===== src/rtl/es_pkg.sv =====
// es_pkg: shared FSM state type, default sizes and a small helper for the entradaSalida arbiter.
package es_pkg;

    localparam int unsigned DATA_W_DEF        = 8;
    localparam int unsigned ADDR_W_DEF        = 7;
    localparam int unsigned NUM_DISP_DEF      = 5;
    localparam int unsigned ACCESS_CYCLES_DEF = 2;

    typedef enum logic [1:0] {
        IDLE,
        SETUP,
        ACCESS,
        DONE
    } es_state_e;

    // Requester index that did not receive the previous grant.
    function automatic logic otro_puerto(input logic puerto);
        return ~puerto;
    endfunction

endpackage


===== src/rtl/rr_arbitro_2.sv =====
// rr_arbitro_2: combinational two-way picker (grant index). Round-robin by default;
// ES_PRIORIDAD_FIJA_EN selects fixed priority where req0 always wins a tie.
module rr_arbitro_2
    import es_pkg::*;
(
    input  logic req0,
    input  logic req1,
    input  logic last_grant,
    output logic grant
);

`ifdef ES_PRIORIDAD_FIJA_EN
    logic unused_last_grant;
    assign unused_last_grant = last_grant;

    always_comb begin
        grant = 1'b0;
        if (!req0 && req1) begin
            grant = 1'b1;
        end
    end
`else
    always_comb begin
        grant = 1'b0;
        if (req0 && req1) begin
            grant = otro_puerto(last_grant);
        end else if (req1) begin
            grant = 1'b1;
        end
    end
`endif

endmodule


===== src/rtl/arbitro_entrada_salida.sv =====
// arbitro_entrada_salida: shares the entradaSalida I/O block between two requesters,
// one latched transaction at a time. ES_PRIORIDAD_FIJA_EN selects fixed priority arbitration.
module arbitro_entrada_salida
    import es_pkg::*;
#(
    parameter int unsigned DATA_W        = DATA_W_DEF,
    parameter int unsigned ADDR_W        = ADDR_W_DEF,
    parameter int unsigned NUM_DISP      = NUM_DISP_DEF,
    parameter int unsigned ACCESS_CYCLES = ACCESS_CYCLES_DEF
) (
    input  logic              clk,
    input  logic              reset,
    input  logic              req0,
    input  logic              req1,
    input  logic              we0,
    input  logic              we1,
    input  logic [ADDR_W-1:0] dir0,
    input  logic [ADDR_W-1:0] dir1,
    input  logic [DATA_W-1:0] dato0,
    input  logic [DATA_W-1:0] dato1,
    output logic              ack0,
    output logic              ack1,
    output logic              err0,
    output logic              err1,
    output logic [DATA_W-1:0] rdata0,
    output logic [DATA_W-1:0] rdata1,
    output logic              busy,
    output logic              activarEntradaSalida,
    output logic              escribirEntradaSalida,
    output logic [ADDR_W-1:0] direccionEntradaSalida,
    output logic [DATA_W-1:0] entradaEntradaSalida,
    input  logic [DATA_W-1:0] salidaEntradaSalida
);

    localparam int unsigned     CNT_W      = $clog2(ACCESS_CYCLES + 1);
    localparam logic [CNT_W-1:0] CNT_CARGA = CNT_W'(ACCESS_CYCLES);
    localparam logic [CNT_W-1:0] CNT_UNO   = CNT_W'(1);
    localparam logic [ADDR_W:0]  LIMITE_DIR = (ADDR_W + 1)'(NUM_DISP);

    es_state_e         estado_q, estado_d;
    logic [CNT_W-1:0]  cnt_q;
    logic              ganador_q;
    logic              we_q;
    logic              err_q;
    logic [ADDR_W-1:0] dir_q;
    logic [DATA_W-1:0] dato_q;
    logic [DATA_W-1:0] rdata0_q, rdata1_q;

    logic              grant;
    logic              last_grant;
    logic              sel_we;
    logic [ADDR_W-1:0] sel_dir;
    logic [DATA_W-1:0] sel_dato;
    logic              sel_fuera;
    logic              alguna_req;
    logic              bus_activo;

    rr_arbitro_2 u_arbitro (
        .req0       (req0),
        .req1       (req1),
        .last_grant (last_grant),
        .grant      (grant)
    );

    assign alguna_req = req0 | req1;
    assign sel_we     = grant ? we1 : we0;
    assign sel_dir    = grant ? dir1 : dir0;
    assign sel_dato   = grant ? dato1 : dato0;
    assign sel_fuera  = {1'b0, sel_dir} >= LIMITE_DIR;

`ifdef ES_PRIORIDAD_FIJA_EN
    assign last_grant = 1'b0;
`else
    logic last_grant_q;

    // Reset value 1 lets requester 0 win the first tie.
    always_ff @(posedge clk or posedge reset) begin
        if (reset) begin
            last_grant_q <= 1'b1;
        end else if (estado_q == DONE) begin
            last_grant_q <= ganador_q;
        end
    end

    assign last_grant = last_grant_q;
`endif

    always_ff @(posedge clk or posedge reset) begin
        if (reset) begin
            estado_q <= IDLE;
        end else begin
            estado_q <= estado_d;
        end
    end

    always_comb begin
        estado_d = estado_q;
        case (estado_q)
            IDLE:    if (alguna_req) estado_d = SETUP;
            SETUP:   estado_d = err_q ? DONE : ACCESS;
            ACCESS:  if (cnt_q == CNT_UNO) estado_d = DONE;
            DONE:    estado_d = IDLE;
            default: estado_d = IDLE;
        endcase
    end

    // Transaction latch, access counter and read-data capture.
    always_ff @(posedge clk or posedge reset) begin
        if (reset) begin
            cnt_q     <= '0;
            ganador_q <= 1'b0;
            we_q      <= 1'b0;
            err_q     <= 1'b0;
            dir_q     <= '0;
            dato_q    <= '0;
            rdata0_q  <= '0;
            rdata1_q  <= '0;
        end else begin
            case (estado_q)
                IDLE: begin
                    if (alguna_req) begin
                        ganador_q <= grant;
                        we_q      <= sel_we;
                        dir_q     <= sel_dir;
                        dato_q    <= sel_dato;
                        err_q     <= sel_fuera;
                    end
                end
                SETUP: begin
                    if (!err_q) begin
                        cnt_q <= CNT_CARGA;
                    end else if (!we_q) begin
                        if (ganador_q) rdata1_q <= '0;
                        else           rdata0_q <= '0;
                    end
                end
                ACCESS: begin
                    cnt_q <= cnt_q - CNT_UNO;
                    if (cnt_q == CNT_UNO && !we_q) begin
                        if (ganador_q) rdata1_q <= salidaEntradaSalida;
                        else           rdata0_q <= salidaEntradaSalida;
                    end
                end
                default: begin
                end
            endcase
        end
    end

    // Bus is driven only in SETUP and ACCESS so the I/O block never sees a stale address.
    always_comb begin
        bus_activo             = (estado_q == SETUP) || (estado_q == ACCESS);
        busy                   = estado_q != IDLE;
        activarEntradaSalida   = estado_q == ACCESS;
        escribirEntradaSalida  = bus_activo & we_q;
        direccionEntradaSalida = bus_activo ? dir_q : '0;
        entradaEntradaSalida   = (bus_activo && we_q) ? dato_q : '0;
        ack0                   = (estado_q == DONE) && !ganador_q;
        ack1                   = (estado_q == DONE) && ganador_q;
        err0                   = ack0 & err_q;
        err1                   = ack1 & err_q;
    end

    assign rdata0 = rdata0_q;
    assign rdata1 = rdata1_q;

endmodule


===== config.mk =====
export PLATFORM = sky130hd
export DESIGN_NAME = arbitro_entrada_salida
export DESIGN_NICKNAME = d
export VERILOG_FILES = /design/src/rtl/es_pkg.sv /design/src/rtl/rr_arbitro_2.sv /design/src/rtl/arbitro_entrada_salida.sv
export SDC_FILE = /design/constraint.sdc
export NUM_CORES = 1
export LEC_CHECK = 0
export ABC_AREA = 1
export CAP_MARGIN = 5
export CORE_MARGIN = 2
export CORE_UTILIZATION = 43
export CTS_CLUSTER_DIAMETER = 60
export DETAILED_ROUTE_END_ITERATION = 6
export PLACE_DENSITY = 0.87
export REMOVE_ABC_BUFFERS = 1
export SYNTH_ARGS = -nofsm -noshare
export SYNTH_HDL_FRONTEND = slang
export SYNTH_SLANG_ARGS = --single-unit

===== constraint.sdc =====
create_clock -name clk -period 1.9 [get_ports clk]
set_clock_uncertainty 0.15 [all_clocks]
set_input_delay 0.285 -clock clk [delete_from_list [all_inputs] [get_ports clk]]
set_output_delay 0.285 -clock clk [all_outputs]
set_load 0.01 [all_outputs]

Word-level counts from Yosys, hierarchy flattened
Index checks and enable logic that the tools add are counted.
{"block": "word_totals", "register_bits": 39, "input_bits": 44, "out_inout_bits": 38, "word_cells": 72}
{"block": "op_classes", "add_sub_neg": 1, "magnitude_cmp": 1, "eq_ne": 14, "mux": 25, "bitwise_logic": 5, "reduce_logical": 16}
{"cell": "$mux 8", "count": 12}
{"cell": "$pmux 8 s2", "count": 2}
{"cell": "$mux 7", "count": 2}
{"cell": "$ne 2x2->1 const B", "count": 7}
{"cell": "$reduce_and 6->1", "count": 2}
{"cell": "$pmux 2 s4", "count": 1}
{"cell": "$ge 7x3->1 const B", "count": 1}
{"cell": "$mux 2", "count": 3}
{"cell": "$ne 2x1->1 const B", "count": 3}
{"cell": "$reduce_and 2->1", "count": 3}
{"cell": "$logic_and 1x1->1", "count": 5}
{"cell": "$eq 2x1->1 const B", "count": 2}
{"cell": "$eq 2x2->1 const B", "count": 2}
{"cell": "$mux 1", "count": 4}
{"cell": "$pmux 2 s2", "count": 1}
{"cell": "$reduce_bool 2->1", "count": 2}
{"cell": "$and 1x1->1", "count": 3}
{"cell": "$logic_not 1->1", "count": 2}
{"cell": "$logic_not 2->1", "count": 1}
{"cell": "$sub 2x1->2 const B", "count": 1}
{"cell": "$logic_or 1x1->1", "count": 1}
{"cell": "$not 1->1", "count": 1}
{"cell": "$or 1x1->1", "count": 1}

Depth between registers and ports, before layout
Gate-level depths: netlist of the first run.
{"block": "depth", "depth_word": 4, "mapped_depth": 9, "ltp_nobuf": 9}

By module
A second synthesis of the first run with hierarchy kept.
{"block": "hier_totals", "cells_unflattened": 263, "hier_area_um2": 2094.5}
{"mod": "arbitro_entrada_salida", "n_inst": 1, "cells_each": 261, "area_per_inst_um2": 2082.0, "seq_area_each_um2": 977.2}
{"mod": "rr_arbitro_2", "n_inst": 1, "cells_each": 2, "area_per_inst_um2": 12.5, "seq_area_each_um2": 0.0}

Worst setup path after synthesis of the first run
No wires, ideal clock.
{"block": "synth_path", "path_kind": "register to output", "startpoint": "reg estado_q[0]", "endpoint": "out entradaEntradaSalida[0]", "arrival_time_ps": 1233, "required_time_ps": 1465, "slack_ps": 232, "stages_incl_launch_ff": 6, "path_buffers": 1, "path_cell_list": "dfrtp_1 inv_1 ha_1 buf_2 nand2_1 nor2_1"}
{"block": "synth_via", "elab_chain_cells": 4, "word_cells_on_any_way": 5, "cone_classes": "eq/ne (2); mux (1); reduce/logical (2)"}
{"item": "from (decl)", "line_no": "arbitro_entrada_salida.sv:40", "source": "es_state_e estado_q, estado_d;"}
{"item": "from (signal assigned)", "line_no": "arbitro_entrada_salida.sv:92", "source": "estado_q <= estado_d;"}
{"item": "$eq 2x1->1 or $eq 2x2->1 (tied branches)", "line_no": "arbitro_entrada_salida.sv:152", "source": "bus_activo = (estado_q == SETUP) || (estado_q == ACCESS);"}
{"item": "$logic_or 1x1->1 (*)", "line_no": "arbitro_entrada_salida.sv:152"}
{"item": "$logic_and 1x1->1 (*)", "line_no": "arbitro_entrada_salida.sv:157", "source": "entradaEntradaSalida = (bus_activo && we_q) ? dato_q : '0;"}
{"item": "$mux 8 (*)", "line_no": "arbitro_entrada_salida.sv:157"}
{"item": "to (decl)", "line_no": "arbitro_entrada_salida.sv:31", "source": "output logic [DATA_W-1:0] entradaEntradaSalida,"}
Every way passes the cells marked *; elsewhere a longest branch is shown, timed or not.

Worst setup path after layout of the first run
{"block": "layout_path", "startpoint": "reg estado_q[0]", "endpoint": "out direccionEntradaSalida[5]"}
{"block": "layout_via", "elab_chain_cells": 3, "word_cells_on_any_way": 4, "cone_classes": "eq/ne (2); mux (1); reduce/logical (1)"}
{"item": "$eq 2x1->1 or $eq 2x2->1 (tied branches)", "line_no": "arbitro_entrada_salida.sv:152"}
{"item": "$logic_or 1x1->1 (*)", "line_no": "arbitro_entrada_salida.sv:152"}
{"item": "$mux 7 (*)", "line_no": "arbitro_entrada_salida.sv:156", "source": "direccionEntradaSalida = bus_activo ? dir_q : '0;"}
{"item": "to (decl)", "line_no": "arbitro_entrada_salida.sv:30", "source": "output logic [ADDR_W-1:0] direccionEntradaSalida,"}
Marked as above.

==> metrics, run 1 <==
startpoint type of the worst setup path flop; worst slew margin relative to its limit 78.47%; sum of negative setup slack -0.1921 ns; most common library cell in the layout ignoring fill and taps sky130_fd_sc_hd__clkdlybuf4s50_1; Worst path most repeated cell sky130_fd_sc_hd__buf_6; grt total ovfl 0; final net count 401; commonest cells after routing, fill and taps aside sky130_fd_sc_hd__clkdlybuf4s50_1, sky130_fd_sc_hd__nand2_1, sky130_fd_sc_hd__dfrtp_1; maximum net fanout on the critical path 8; maximum number of pins on one net before global-route repair 40; delay of the slowest critical-path stage 0.40 ns; root cell of the clock tree sky130_fd_sc_hd__clkbuf_8; number of cells produced by synthesis 251; synth warn 0; router iterations before antenna repair 5; Die ar. 5325 um2; Placement Rows 25; post-cts hold buffer count 0; antenna violations before repair 0; routed vias 2078; post-DR wirelength/cell 14.66 um; final HPWL from detailed placement 3908 um; Horiz. Die Dim 72.98 um; first-pass GRT wire length 9432 um; I/O pin cnt 82; Cell Int Power 3.212 mW; area growth from synthesis to final layout 58.29%; Initial Util 43.89%; highest achievable clock rate 507.1 MHz; library cell contributing the largest single delay on the critical path sky130_fd_sc_hd__dfrtp_1; static power due to leakage 1.594 nW; number of global-route vias before repair 2109; Placement Setup Slack -0.1445 ns; met2 Use GR 42.02%; clock tree from TritonCTS yes; area of the mapped netlist 2046 um2; proportion of netlist area held by the largest area contributor 46.48%; cell chain of the critical path buf_6, inv_4, ha_4, buf_8, buf_6, nand2_2, inv_1, buf_2; pins over their slew limit 0; Worst Reg2Reg Path Length in Cells 11; post-synth cell types 24; outcome finished, violations left; proportion of power drawn by flip-flops and latches 26.2%; share of cells above drive strength 1 29.46%; register bit count reported by yosys 39; number of filler cells placed in the layout 369; portion of the post-synthesis area used by sequential elements 47.77%; H-tree depth reported by CTS 2; worst skew pair latency 0.29 ns; placed instance area 2997 um2; data arrival time of the worst path 1.54 ns; category of the critical setup timing path reg -> out; reg-to-reg startpoint estado_q[0]$_DFFE_PP0P_; buffer depth of the longest clock path 2; count of nets left with antenna violations after detail routing 0; clock input transition at the sequential cells of the worst setup and hold paths 0.08 ns; Final Hold Violating Endpoints 0; Core Region 4661 um2; Post-route DRC 0; actual slew at the worst max-slew pin 0.3220 ns; minimum clock period 1.972 ns; number of port buffers 81; GP Congestion 0.8087; worst endpoint required time 1.46 ns; final standard cell area without fillers 3238 um2; synthesized area divided by synthesized cell count 8.150 um2; share of the cycle needed by the critical path after routing 103.8%; most heavily used metal layer in global routing met2; count of inserted antenna diode cells 0; peak supply drop 0.7532 mV; area of combinational cells with multiple inputs 996.0 um2; Storage cell area 977.2 um2; most area-consuming cells after synthesis sky130_fd_sc_hd__dfrtp_1, sky130_fd_sc_hd__nand2_1, sky130_fd_sc_hd__o21ai_2; die height 72.98 um; failing checks negative setup slack; number of buffers created by CTS 5; Yosys top cell by area sky130_fd_sc_hd__dfrtp_1; total of max-cap violations 0; path class of the lowest-slack min-delay path in -> async; fin worst setup slack -0.07210 ns; type of destination of the critical path output port; Clock Power Share 9.8%; total global-route track usage 22.66%; core utilization of the finished layout 69.48%; unrepaired setup endpoints after global routing yes; register-to-register setup slack 0.06 ns; detail-routed via count per cell 5.106; Iter 0 DRT Violations 126; total net switching power 2.467 mW; sinks on the clock net 39; global routing usage on met1 26.31%; Post-Route WL 5967 um; switching power as a share of total power 43.44%; Setup Viol. Count Final 5; terminus of the critical flop-to-flop path rdata1[0]$_DFFE_PP0P_; power density over cell area 1754 nW/um2; met3 layer usage reported by global route 3.453%; combinational share of power 64.0%
worst max-delay path, delay by kind of cell, from the launching register on:
kind,cells,cell delay [ns]
simple gates,1,0.05
buf+inv,6,0.58
flops,1,0.40
fa+ha+maj,1,0.21
per-stage QoR:
| stage | hold WS (ns) | std cells | power (mW) |
|---|---|---|---|
| 2_1_floorplan | 0.2985 | 242 | 2.965 |
| 3_3_place_gp | 0.3152 | 390 | 4.324 |
| 3_5_place_dp | 0.3184 | 390 | 4.425 |
| 4_1_cts | 0.1911 | 401 | 5.010 |
| 5_1_grt | 0.2452 | 407 | 6.089 |
| 6_report | 0.1791 | 407 | 5.679 |
cell families after synthesis:
| family | count (synthesis) | share of synthesized area (%) |
|---|---|---|
| flops | 39 | 47.77 |
| simple gates | 107 | 21.96 |
| fa+ha+maj | 5 | 3.058 |
| compound gates | 54 | 17.37 |
| buf+inv | 46 | 9.846 |
per-layer routing:
layer / part of all wire [%] / wire (um) / vias to the layer above
li1: - / - / 992
met3: 4.7 / 279 / 11
met1: 40 / 2397 / 1001
met2: 54 / 3210 / 74
met5: 0 / 0 / -
met4: 1.3 / 79 / 0
worst max path at each step:
stage	from	end	slack [ns]	cells past startpoint
floorplan	estado_q[0]$_DFFE_PP0P_	rdata1[2]$_DFFE_PP0P_	0.04	8
global placement	estado_q[0]$_DFFE_PP0P_	entradaEntradaSalida[0]	-0.09	5
detailed placement	estado_q[0]$_DFFE_PP0P_	entradaEntradaSalida[4]	-0.14	5
CTS	estado_q[0]$_DFFE_PP0P_	direccionEntradaSalida[0]	-0.11	8
global route	estado_q[0]$_DFFE_PP0P_	direccionEntradaSalida[0]	-0.13	8
finish	estado_q[0]$_DFFE_PP0P_	direccionEntradaSalida[5]	-0.07	8
state kept, by name, indices dropped and copies added (netlist names), 2 cells and up:
register,count
cnt_q,2
rdata0,8
dir_q,7
estado_q,2
dato_q,8
rdata1,8
layout make-up:
| cell class | count | share of cell area (%) |
|---|---|---|
| multi-input combinational | 167 | 30.76 |
| sequential | 39 | 30.18 |
| timing repair buffer | 102 | 29.87 |
| inverter | 37 | 4.366 |
| clock buffer | 5 | 2.125 |
| tap | 54 | 2.087 |
| clock inverter | 3 | 0.6182 |
cell usage after synthesis, drive strengths merged:
cell type	n
buf	9
nand3b	5
ha	5
dfrtp	38
nor3	1
inv	37
a31oi	2
a21oi	4
nor2	25
a211oi	1
nand3	2
dfstp	1
o21ai	38
o22ai	9
nand2	74
power by group through the flow:
stage                     clock (mW)  sequential [mW]  combinational (mW)
after detailed placement           0             1.45                2.97
after global placement             0             1.44                2.88
after CTS                      0.567             1.45                3.00
after floorplan                    0             1.49                1.48
final                          0.554             1.49                3.63
after global routing           0.598             1.53                3.96
repair_timing:
action / CTS / global route
pin swaps: 0 / 2
gates resized for setup: 79 / 41
endpoints found under the setup margin: 30 / 34
cloned: 0 / 2
setup buffers: 3 / 4
Power figures use the tool's default switching activity.
==> inputs of run 2 (changes only) <==
Settings changed: SKIP_LAST_GASP from default to 1.
==> run 2 against run 1 <==
Effect of this change: wire length barely moved; power shrank 0.15%; the run still ends with negative setup slack left; design area fell by 0.19%; non-clock buffer count fell by 1; largest cell class unchanged; combinational power about the same; utilization down 0.13 points; final cell count is 0.25% lower; maximum frequency increased by 0.29%.
==> metrics, run 2 (synthesis gave the netlist of run 1 again) <==
sinks on the clock net 39; pins over their slew limit 0; routed vias 2048; final non-filler cell total 406; share of cells above drive strength 1 28.41%; startpoint type of the worst setup path flop; power density over cell area 1755 nW/um2; clock tree from TritonCTS yes; total of max-cap violations 0; library cell contributing the largest single delay on the critical path sky130_fd_sc_hd__dfrtp_1; Post-route DRC 0; count of nets left with antenna violations after detail routing 0; buffer depth of the longest clock path 2; Horiz. Die Dim 72.98 um; GP Congestion 0.8087; minimum clock period 1.966 ns; clock input transition at the sequential cells of the worst setup and hold paths 0.08 ns; DP Cell Count 390; Die ar. 5325 um2; static power due to leakage 1.585 nW; worst endpoint required time 1.46 ns; category of the critical setup timing path reg -> out; worst slew margin relative to its limit 77.95%; actual slew at the worst max-slew pin 0.3297 ns; highest achievable clock rate 508.6 MHz; unrepaired setup endpoints after global routing yes; terminus of the critical flop-to-flop path rdata1[5]$_DFFE_PP0P_; fin worst setup slack -0.06633 ns; maximum net fanout on the critical path 8; antenna violations before repair 0; number of global-route vias before repair 2121; area growth from synthesis to final layout 57.98%; Setup Viol. Count Final 5; I/O pin cnt 82; Initial Util 43.89%; peak supply drop 0.7832 mV; worst skew pair latency 0.30 ns; register-to-register setup slack 0.01 ns; grt total ovfl 0; router iterations before antenna repair 4; detail-routed via count per cell 5.044; number of filler cells placed in the layout 375; die height 72.98 um; Worst path most repeated cell sky130_fd_sc_hd__buf_6; outcome finished, violations left; commonest cells after routing, fill and taps aside sky130_fd_sc_hd__nand2_1, sky130_fd_sc_hd__clkdlybuf4s50_1, sky130_fd_sc_hd__dfrtp_1; path class of the lowest-slack min-delay path in -> async; count of inserted antenna diode cells 0; number of buffers created by CTS 5; failing checks negative setup slack; Post-Route WL 5964 um; delay of the slowest critical-path stage 0.40 ns; Core Region 4661 um2; final HPWL from detailed placement 3908 um; final net count 400; share of the cycle needed by the critical path after routing 103.5%; maximum number of pins on one net before global-route repair 40; first-pass GRT wire length 9342 um; post-DR wirelength/cell 14.69 um; Worst Reg2Reg Path Length in Cells 11; Final Hold Violating Endpoints 0; reg-to-reg startpoint estado_q[0]$_DFFE_PP0P_; Placement Setup Slack -0.1445 ns; total global-route track usage 22.43%; Iter 0 DRT Violations 140; root cell of the clock tree sky130_fd_sc_hd__clkbuf_8; type of destination of the critical path output port; H-tree depth reported by CTS 2; data arrival time of the worst path 1.53 ns; Placement Rows 25; number of port buffers 81; cell chain of the critical path buf_6, inv_4, ha_4, buf_8, buf_6, nand2_2, inv_1, buf_2
[run 2: cell count changes in the layout (fill, tap and decap cells not counted), moves of 3 or more]
cell / change
sky130_fd_sc_hd__buf_2: -7
sky130_fd_sc_hd__nor2_1: +3
sky130_fd_sc_hd__clkbuf_2: +7
sky130_fd_sc_hd__nor2_2: -3
[run 2: routing by layer]
layer | up-vias | part of all wire [%] | global-route usage [%]
met1 | 973 | 39 | 25.60
li1 | 989 | - | -
met2 | 69 | 54 | 41.72
met5 | - | 0 | 0
met4 | 0 | 2.1 | 8.642
met3 | 17 | 4.5 | 3.453
[run 2: timing repair]
item	CTS	global route
resized for setup	63	48
setup endpoints to repair	30	35
pin swaps	0	2
setup buffers	3	3
hold buffers	0	0
gates cloned	0	2
endpoints found under the hold margin	0	0
[run 2: worst max path at each step]
stage / end / slack, ns / start
2_1_floorplan: rdata1[2]$_DFFE_PP0P_ / 0.04 / estado_q[0]$_DFFE_PP0P_
3_3_place_gp: entradaEntradaSalida[0] / -0.09 / estado_q[0]$_DFFE_PP0P_
3_5_place_dp: entradaEntradaSalida[4] / -0.14 / estado_q[0]$_DFFE_PP0P_
4_1_cts: direccionEntradaSalida[0] / -0.11 / estado_q[0]$_DFFE_PP0P_
5_1_grt: direccionEntradaSalida[5] / -0.12 / estado_q[0]$_DFFE_PP0P_
6_report: direccionEntradaSalida[5] / -0.07 / estado_q[0]$_DFFE_PP0P_
[run 2: metrics by stage]
step | hold slack (ns) | setup TNS (ns) | total power, mW | util (%) | instance area [um2]
after floorplan | 0.2985 | 0 | 2.965 | - | 1983
after global placement | 0.3152 | -0.4248 | 4.324 | 64.30 | 2997
after detailed placement | 0.3184 | -1.213 | 4.425 | 64.30 | 2997
after CTS | 0.1911 | -0.6014 | 5.029 | 66.50 | 3099
after global routing | 0.2454 | -1.413 | 6.069 | 69.34 | 3232
final | 0.1757 | -0.2463 | 5.670 | 69.34 | 3232
[run 2: worst max-delay path: cells and delay by family (launching register included)]
family / cells / cell delay, ns
adders and majority gates: 1 / 0.20
buffers and inverters: 6 / 0.58
DFF: 1 / 0.40
and+or+nand+nor: 1 / 0.05
[run 2: cell type report]
type                            count  area [um2]  share of cell area [%]
Multi-Input combinational cell    167       996.0                   30.82
Inverter                           37       141.4                   4.375
Clock inverter                      3       20.02                  0.6194
Tap cell                           54       67.56                   2.091
Clock buffer                        5       68.82                   2.129
Sequential cell                    39       977.2                   30.24
Timing Repair Buffer              101       960.9                   29.73
[run 2: power by group]
| part | total [mW] | switching, mW | leakage [nW] | internal, mW |
|---|---|---|---|---|
| logic | 3.62 | 1.90 | 1.05 | 1.72 |
| registers | 1.49 | 0.259 | 0.490 | 1.23 |
| clock network | 0.559 | 0.304 | 0.0402 | 0.255 |
| total | 5.67 | 2.47 | 1.58 | 3.20 |
